===== config.mk =====
export PLATFORM = sky130hd
export DESIGN_NAME = uart_angle_rx
export DESIGN_NICKNAME = d
export VERILOG_FILES = /design/src/rtl/uart_angle_rx.sv
export SDC_FILE = /design/constraint.sdc
export NUM_CORES = 1
export LEC_CHECK = 0
export CAP_MARGIN = 20
export CELL_PAD_IN_SITES_DETAIL_PLACEMENT = 0
export CELL_PAD_IN_SITES_GLOBAL_PLACEMENT = 1
export CORE_MARGIN = 2
export CORE_UTILIZATION = 46
export CTS_CLUSTER_DIAMETER = 50
export DETAILED_ROUTE_END_ITERATION = 8
export PLACE_DENSITY_LB_ADDON = 0.1
export SKIP_LAST_GASP = 1
export SLEW_MARGIN = 0
export SYNTH_ARGS = -nofsm -noshare
export SYNTH_HDL_FRONTEND = slang
export SYNTH_SLANG_ARGS = --single-unit

===== constraint.sdc =====
create_clock -name Clk_i -period 6 [get_ports Clk_i]
set_input_delay 1.2 -clock Clk_i [delete_from_list [all_inputs] [get_ports Clk_i]]
set_output_delay 1.2 -clock Clk_i [all_outputs]
set_load 0.01 [all_outputs]

===== src/rtl/uart_angle_rx.sv =====
// 8N1 UART receiver that decodes CR/LF-terminated ASCII angle commands ("0", "90", "180")
// into a servo PWM compare value, with per-byte and per-command strobes.
module uart_angle_rx #(
  parameter int baud_rate_p        = 5208,
  parameter int data_length_p      = 17,
  parameter int uart_data_length_p = 8,
  parameter int duty_0_p           = 24999,
  parameter int duty_90_p          = 74999,
  parameter int duty_180_p         = 124999
) (
  input  logic                          Clk_i,
  input  logic                          Reset_i,
  input  logic                          Rx_i,
  output logic [uart_data_length_p-1:0] Byte_o,
  output logic                          Byte_valid_o,
  output logic                          Frame_err_o,
  output logic [data_length_p-1:0]      Duty_o,
  output logic                          Duty_valid_o,
  output logic                          Cmd_err_o
);

  // state | meaning
  // IDLE  | line idle, waiting for a falling edge
  // START | checking start bit at mid-bit
  // DATA  | sampling data bits, LSB first
  // STOP  | sampling stop bit
  // BREAK | stop bit was low, waiting for line to return high
  typedef enum logic [2:0] {ST_IDLE, ST_START, ST_DATA, ST_STOP, ST_BREAK} rx_state_t;

  localparam int CNT_W = $clog2(baud_rate_p);
  localparam int IDX_W = $clog2(uart_data_length_p);
  localparam logic [CNT_W-1:0] CNT_HALF = CNT_W'(baud_rate_p / 2);
  localparam logic [CNT_W-1:0] CNT_LAST = CNT_W'(baud_rate_p - 1);
  localparam logic [IDX_W-1:0] IDX_LAST = IDX_W'(uart_data_length_p - 1);

  rx_state_t                     state_q, state_d;
  logic                          rx_meta, rx_sync;
  logic [CNT_W-1:0]              cnt_q;
  logic [IDX_W-1:0]              bit_idx_q;
  logic [uart_data_length_p-1:0] shift_q;
  logic                          cnt_clr, shift_en, byte_done, frame_bad;

  always_comb begin
    state_d   = state_q;
    cnt_clr   = 1'b0;
    shift_en  = 1'b0;
    byte_done = 1'b0;
    frame_bad = 1'b0;
    case (state_q)
      ST_IDLE: begin
        if (!rx_sync) begin
          state_d = ST_START;
          cnt_clr = 1'b1;
        end
      end
      ST_START: begin
        if (cnt_q == CNT_HALF) begin
          cnt_clr = 1'b1;
          state_d = rx_sync ? ST_IDLE : ST_DATA;
        end
      end
      ST_DATA: begin
        if (cnt_q == CNT_LAST) begin
          cnt_clr  = 1'b1;
          shift_en = 1'b1;
          if (bit_idx_q == IDX_LAST) state_d = ST_STOP;
        end
      end
      ST_STOP: begin
        if (cnt_q == CNT_LAST) begin
          cnt_clr = 1'b1;
          if (rx_sync) begin
            byte_done = 1'b1;
            state_d   = ST_IDLE;
          end else begin
            frame_bad = 1'b1;
            state_d   = ST_BREAK;
          end
        end
      end
      ST_BREAK: begin
        if (rx_sync) state_d = ST_IDLE;
      end
      default: state_d = ST_IDLE;
    endcase
  end

  always_ff @(posedge Clk_i) begin
    if (Reset_i) begin
      rx_meta      <= 1'b1;
      rx_sync      <= 1'b1;
      state_q      <= ST_IDLE;
      cnt_q        <= '0;
      bit_idx_q    <= '0;
      shift_q      <= '0;
      Byte_o       <= '0;
      Byte_valid_o <= 1'b0;
      Frame_err_o  <= 1'b0;
    end else begin
      rx_meta <= Rx_i;
      rx_sync <= rx_meta;
      state_q <= state_d;
      if (cnt_clr || state_q == ST_IDLE || state_q == ST_BREAK) cnt_q <= '0;
      else cnt_q <= cnt_q + 1'b1;
      if (state_q == ST_START) bit_idx_q <= '0;
      else if (shift_en) bit_idx_q <= bit_idx_q + 1'b1;
      if (shift_en) shift_q <= {rx_sync, shift_q[uart_data_length_p-1:1]};
      if (byte_done) Byte_o <= shift_q;
      Byte_valid_o <= byte_done;
      Frame_err_o  <= frame_bad;
    end
  end

  // Command parser, fed by the registered byte/frame-error strobes.
  logic [9:0]  acc_q;
  logic [1:0]  dcnt_q;
  logic        bad_q;
  logic [13:0] acc_mul;
  logic        is_digit, is_term;

  assign is_digit = (Byte_o >= 8'h30) && (Byte_o <= 8'h39);
  assign is_term  = (Byte_o == 8'h0D) || (Byte_o == 8'h0A);
  assign acc_mul  = 14'(acc_q) * 14'd10 + 14'(Byte_o[3:0]);

  always_ff @(posedge Clk_i) begin
    if (Reset_i) begin
      acc_q        <= '0;
      dcnt_q       <= '0;
      bad_q        <= 1'b0;
      Duty_o       <= data_length_p'(duty_90_p);
      Duty_valid_o <= 1'b0;
      Cmd_err_o    <= 1'b0;
    end else begin
      Duty_valid_o <= 1'b0;
      Cmd_err_o    <= 1'b0;
      if (Frame_err_o) begin
        bad_q <= 1'b1;
      end else if (Byte_valid_o) begin
        if (is_term) begin
          // A bare terminator (e.g. the LF of CR LF) is not a command.
          if (dcnt_q != 2'd0 || bad_q) begin
            if (!bad_q && acc_q == 10'd0) begin
              Duty_o       <= data_length_p'(duty_0_p);
              Duty_valid_o <= 1'b1;
            end else if (!bad_q && acc_q == 10'd90) begin
              Duty_o       <= data_length_p'(duty_90_p);
              Duty_valid_o <= 1'b1;
            end else if (!bad_q && acc_q == 10'd180) begin
              Duty_o       <= data_length_p'(duty_180_p);
              Duty_valid_o <= 1'b1;
            end else begin
              Cmd_err_o <= 1'b1;
            end
          end
          acc_q  <= '0;
          dcnt_q <= '0;
          bad_q  <= 1'b0;
        end else if (is_digit) begin
          if (dcnt_q == 2'd3) begin
            bad_q <= 1'b1;
          end else begin
            acc_q  <= acc_mul[9:0];
            dcnt_q <= dcnt_q + 2'd1;
          end
        end else begin
          bad_q <= 1'b1;
        end
      end
    end
  end

endmodule


# Yosys cells after proc, flatten, opt, wreduce, memory -nomap -nowiden

Cells that the tools add are included.

$add $sub $neg: 4
Multiply operators: 1
Div/mod/pow operators: 0
Magnitude comparators: 2
Eq/ne operators: 20
Shift operators: 0
Muxes and demuxes: 35
Bitwise operators: 6
Reductions and logical operators: 25

Operator list:

| cell                                                               | count |
|---|---|
| two-way mux 17 bit                                                 | 3 |
| two-way mux 10 bit                                                 | 3 |
| two-way mux 3 bit                                                  | 7 |
| equality test 8 x 4 -> 1 bit (second input constant)               | 2 |
| two-way mux 1 bit                                                  | 16 |
| case mux 3 bit (5 select lines)                                    | 1 |
| inequality test 2 bit (second input constant)                      | 7 |
| adder 13 x 1 -> 13 bit (second input constant)                     | 1 |
| equality test 13 x 12 -> 1 bit (second input constant)             | 1 |
| equality test 13 bit (second input constant)                       | 1 |
| adder 10 x 4 -> 10 bit                                             | 1 |
| equality test 10 x 7 -> 1 bit (second input constant)              | 1 |
| equality test 10 x 8 -> 1 bit (second input constant)              | 1 |
| logical NOT 10 bit                                                 | 1 |
| multiplier 10 x 3 -> 9 bit (second input constant)                 | 1 |
| greater-or-equal comparator 8 x 6 -> 1 bit (second input constant) | 1 |
| less-or-equal comparator 8 x 6 -> 1 bit (second input constant)    | 1 |
| two-way mux 2 bit                                                  | 4 |
| OR reduction 7 bit                                                 | 1 |
| equality test 3 x 2 -> 1 bit (second input constant)               | 2 |
| equality test 3 bit (second input constant)                        | 2 |
| NOT 1 bit                                                          | 6 |
| AND reduction 6 bit                                                | 1 |
| nonzero test 2 bit                                                 | 3 |
| 17 further kinds                                                   | 25 |

Register bits after elaboration: 71
Bits in latches: 0
Memory bits (writable): 0
Memory bits (read-only): 0
Input bits: 3
Output and inout port bits: 29
Logic and storage cells: 108
Memories kept: 0

# Longest topological paths before layout

Depth in word-level cells: 6
Mapped depth: 9

# Worst setup path before layout

Ideal clock, no wire load.

Kind: reg-to-reg
From: register acc_q[1]
To: register acc_q[9]
Data arrival time: 2.688 ns
Setup slack: 3.211 ns
Cell stages (with the launch flop): 10
Period minus slack after synthesis: 2.789 ns
Cell sequence: dfxtp_1 ha_1 ha_1 fa_1 nand2_1 or2_2 o21bai_1 nor4_1 xnor3_1 o41ai_1

Longest elaborated chain between the ends: 5

RTL lines:

| item                       | line | text |
|---|---|---|
| from (decl)                | 115  | `logic [9:0] acc_q;` |
| from (signal assigned)     | 162  | `acc_q <= acc_mul[9:0];` |
| multiplier 10 x 3 -> 9 bit | 123  | `assign acc_mul = 14'(acc_q) * 14'd10 + 14'(Byte_o[3:0]);` |
| adder 10 x 4 -> 10 bit     | 123  |  |
| two-way mux 10 bit         | 159  | `if (dcnt_q == 2'd3) begin` |
| two-way mux 10 bit         | 158  | `end else if (is_digit) begin` |
| two-way mux 10 bit         | 139  | `if (is_term) begin` |

Every way passes these cells. The select of a mux whose other input is x is not followed.
A chain may end at the register's enable or synchronous reset.

# Worst setup path after layout

Same ends and word-level chain as after synthesis.

==> impl_metrics.csv <==
group,metric,value,unit
worst_setup_path,cp-end-kind,"register",
worst_setup_path,r2r_cells,9,
routing,drt-vias-per-instance,5.173,
worst_hold_path,hold_class,"register to register",
floorplan,fp.dieArea,7310,um2
outcome,status,"complete, no violations",
finish,fin_cells,444,
logic_synthesis,yosys_warnings,0,
worst_hold_path,min_path_cells,1,
finish,nNetsFinal,387,
timing,tns,0,ns
logic_synthesis,synth_flop_cell,"dfxtp_1",
clock_network,holdBufCountCts,0,
logic_synthesis,synth_enable_flop_cells,0,
timing,finalMaxSlewViolations,0,
logic_synthesis,avgSynthCellArea,8.934,um2
floorplan,initial_core_util,47.84,%
floorplan,core.rowCount,29,
timing,relSlewSlack,49.81,%
finish,fillers,600,
routing,drtPass1Iterations,4,
worst_hold_path,holdCritStartpoint,"rx_meta$_SDFF_PP1_",
global_route,grt_usage,16.89,%
routing,routed_wirelength,5862,um
placement,portBuffers,24,
worst_setup_path,crit_fanout,7,
worst_setup_path,critPathRequiredTime,6.24,ns
finish,drive_above_1_share,7.357,%
worst_setup_path,r2r_slack,2.85,ns
global_route,grt_pass1_vias,2177,
floorplan,pin_count,32,
clock_network,htreeDepth,3,
finish,antenna_cells,0,
worst_setup_path,regToRegStartpoint,"acc_q[1]$_SDFFE_PP0P_",
placement,gp_congestion,0.8371,
logic_synthesis,seq_area_frac_synth,39.31,%
worst_setup_path,path_class,"register to register",
pwr,p_total,0.7593,mW
timing,finClkSkew,0.006234,ns
clock_network,cts_tree,"built",
logic_synthesis,synthArstFlopShare,0,%
worst_setup_path,start_kind,"register",
routing,drtIter0Drc,96,
global_route,grt_pass1_wl,9804,um
run,maxCapViolCount,0,
clock_network,clockBufferDepth,2,
logic_synthesis,synth-seq-cells,60,
floorplan,core_area,6386,um2
clock_network,cts_setup_buffers,0,
routing,dr_total_vias,2297,
routing,ant_nets,0,
finish,multi_input_area,1710,um2
clock_network,clkSinkCount,60,
routing,routedWlPerCell,13.20,um
clock_network,cts_buffers,9,
floorplan,die_w,85.50,um
global_route,grt_antenna_before_repair,0,
timing,hold_violations,0,
timing,fmax,317.7,MHz
timing,min_period,3.148,ns
floorplan,die_h,85.50,um
clock_network,clock_latency,0.34,ns
timing,period_share,52.47,%
clock_network,cts_resized,0,
logic_synthesis,yosys.cell_types.count,46,
worst_hold_path,hold_end,"rx_sync$_SDFF_PP1_",
finish,area_growth,14.05,%
pwr,power.density,217.9,nW/um2
global_route,grt_max_degree,28,
timing,setup_viol,0,
placement,dp_cells,427,
pwr,max-vdd-ir-drop,188.1,uV
logic_synthesis,syn-cell-area,3055,um2
logic_synthesis,synth_cells,342,
worst_setup_path,r2r-end,"acc_q[9]$_SDFFE_PP0P_",
clock_network,clockRootBuffer,"clkbuf_8",
pwr,leakage,1.433,nW
clock_network,path_clk_slew,0.07,ns
routing,drcViolationCount,0,
placement,dp_hpwl,4122,um
timing,worstMarginPinSlew,0.7505,ns
worst_setup_path,arrival,3.39,ns
finish,regArea,1201,um2
global_route,overflow,0,
timing,rsz0062_at_grt,"no",
-- layout by cell type (no fill, tap or decap), types with 3 or more instances in the layout --
master / n
clkdlybuf4s50_1: 24
or2_2: 3
xnor2_1: 12
inv_1: 11
nand3_1: 17
dfxtp_1: 60
ha_1: 20
nor2b_1: 4
xor2_1: 9
a21o_1: 4
clkbuf_8: 9
nor3b_1: 3
nor4_1: 4
o21a_1: 3
nand2b_1: 3
mux2i_1: 19
conb_1: 7
clkinvlp_4: 4
a211o_1: 3
o21ai_0: 6
nor2_1: 49
nand2_1: 22
and3_1: 8
a21oi_1: 20
nor3_1: 9
nor4bb_1: 4
-- per-layer routing --
layer / vias to the layer above / part of all wire (%) / global-route usage [%]
met4: 0 / 1.9 / 9.091
met5: - / 0 / 0
met3: 10 / 2.6 / 3.561
met2: 30 / 44 / 25.85
met1: 1050 / 52 / 22.37
li1: 1207 / - / -
-- synth_stat cells, types with 4 or more instances --
library cell | n | area share (%)
buf_4 | 11 | 2.7
nand2_1 | 22 | 2.7
nand3_1 | 17 | 2.8
and3_1 | 8 | 1.6
xnor2_1 | 12 | 3.4
nor4bb_1 | 4 | 1.3
xor2_1 | 9 | 2.6
mux2i_1 | 19 | 6.2
nor2b_1 | 4 | 0.82
clkbuf_1 | 9 | 1.1
nor2_1 | 49 | 6.0
ha_1 | 20 | 8.2
nor3_1 | 10 | 1.6
nor4_1 | 4 | 0.82
a21oi_1 | 20 | 3.3
o21ai_0 | 6 | 0.98
a21o_1 | 4 | 0.98
dfxtp_1 | 60 | 39
inv_1 | 11 | 1.4
-- stage by stage --
| stage | util (%) | setup WS, ns | instance area, um2 | hold slack (ns) |
|---|---|---|---|---|
| after floorplan | - | 3.211 | 3074 | 0.3895 |
| after global placement | 51.63 | 2.709 | 3297 | 0.3944 |
| after detailed placement | 51.63 | 2.671 | 3297 | 0.4016 |
| after CTS | 54.39 | 2.831 | 3473 | 0.4290 |
| after global routing | 54.57 | 2.603 | 3485 | 0.4382 |
| final | 54.57 | 2.852 | 3485 | 0.4180 |
-- power by group --
part           total (mW)  internal [mW]  leakage (nW)  switching (mW)
sequential          0.407          0.401         0.484         0.00570
combinational      0.0273        0.00956         0.872          0.0177
clock               0.325          0.151        0.0779           0.175
-- cells by family after synthesis --
| group | share of synthesized area (%) |
|---|---|
| multiplexers | 6.593 |
| adder cells (fa/ha/maj) | 9.500 |
| XOR/XNOR | 6.757 |
| AO/OA/AOI/OAI | 8.764 |
| AND/OR/NAND/NOR | 23.34 |
| flip-flops | 39.31 |
| buffers and inverters | 5.487 |
| other | 0.2458 |
-- how the worst max path moves through the flow --
stage / startpoint / end / slack [ns] / cells past startpoint
detailed placement: Reset_i / cnt_q[7]$_SDFF_PP0_ / 2.67 / 4
CTS: acc_q[1]$_SDFFE_PP0P_ / acc_q[9]$_SDFFE_PP0P_ / 2.83 / 9
floorplan: acc_q[1]$_SDFFE_PP0P_ / acc_q[9]$_SDFFE_PP0P_ / 3.21 / 9
global placement: Reset_i / cnt_q[9]$_SDFF_PP0_ / 2.71 / 4
global route: acc_q[1]$_SDFFE_PP0P_ / acc_q[9]$_SDFFE_PP0P_ / 2.60 / 9
finish: acc_q[1]$_SDFFE_PP0P_ / acc_q[9]$_SDFFE_PP0P_ / 2.85 / 9
-- sequential cells by signal (all words and copies together) (netlist names) --
register      cells
Byte_valid_o      1
rx_meta           1
bad_q             1
cnt_q            13
Frame_err_o       1
dcnt_q            2
Cmd_err_o         1
shift_q           8
Duty_valid_o      1
state_q           3
bit_idx_q         3
rx_sync           1
Byte_o            8
Duty_o            6
acc_q            10
-- critical path: stages, from the launching register on --
cell and delay [ns]:
dfxtp_1 0.48, ha_1 0.28, ha_1 0.23, fa_1 0.52, nand2_1 0.07, or2_2 0.30, o21bai_1 0.20, nor4_1 0.32
xnor3_1 0.42, o41ai_1 0.22
-- area by class of cell --
| cell class | count | area share (%) |
|---|---|---|
| multi-input cells | 254 | 49.08 |
| flip-flops and latches | 60 | 34.47 |
| clock inverters | 7 | 1.508 |
| clock buffers | 9 | 3.555 |
| well taps | 77 | 2.765 |
| repair buffers | 26 | 7.433 |
| inverters | 11 | 1.185 |
Power figures use the tool's default switching activity.
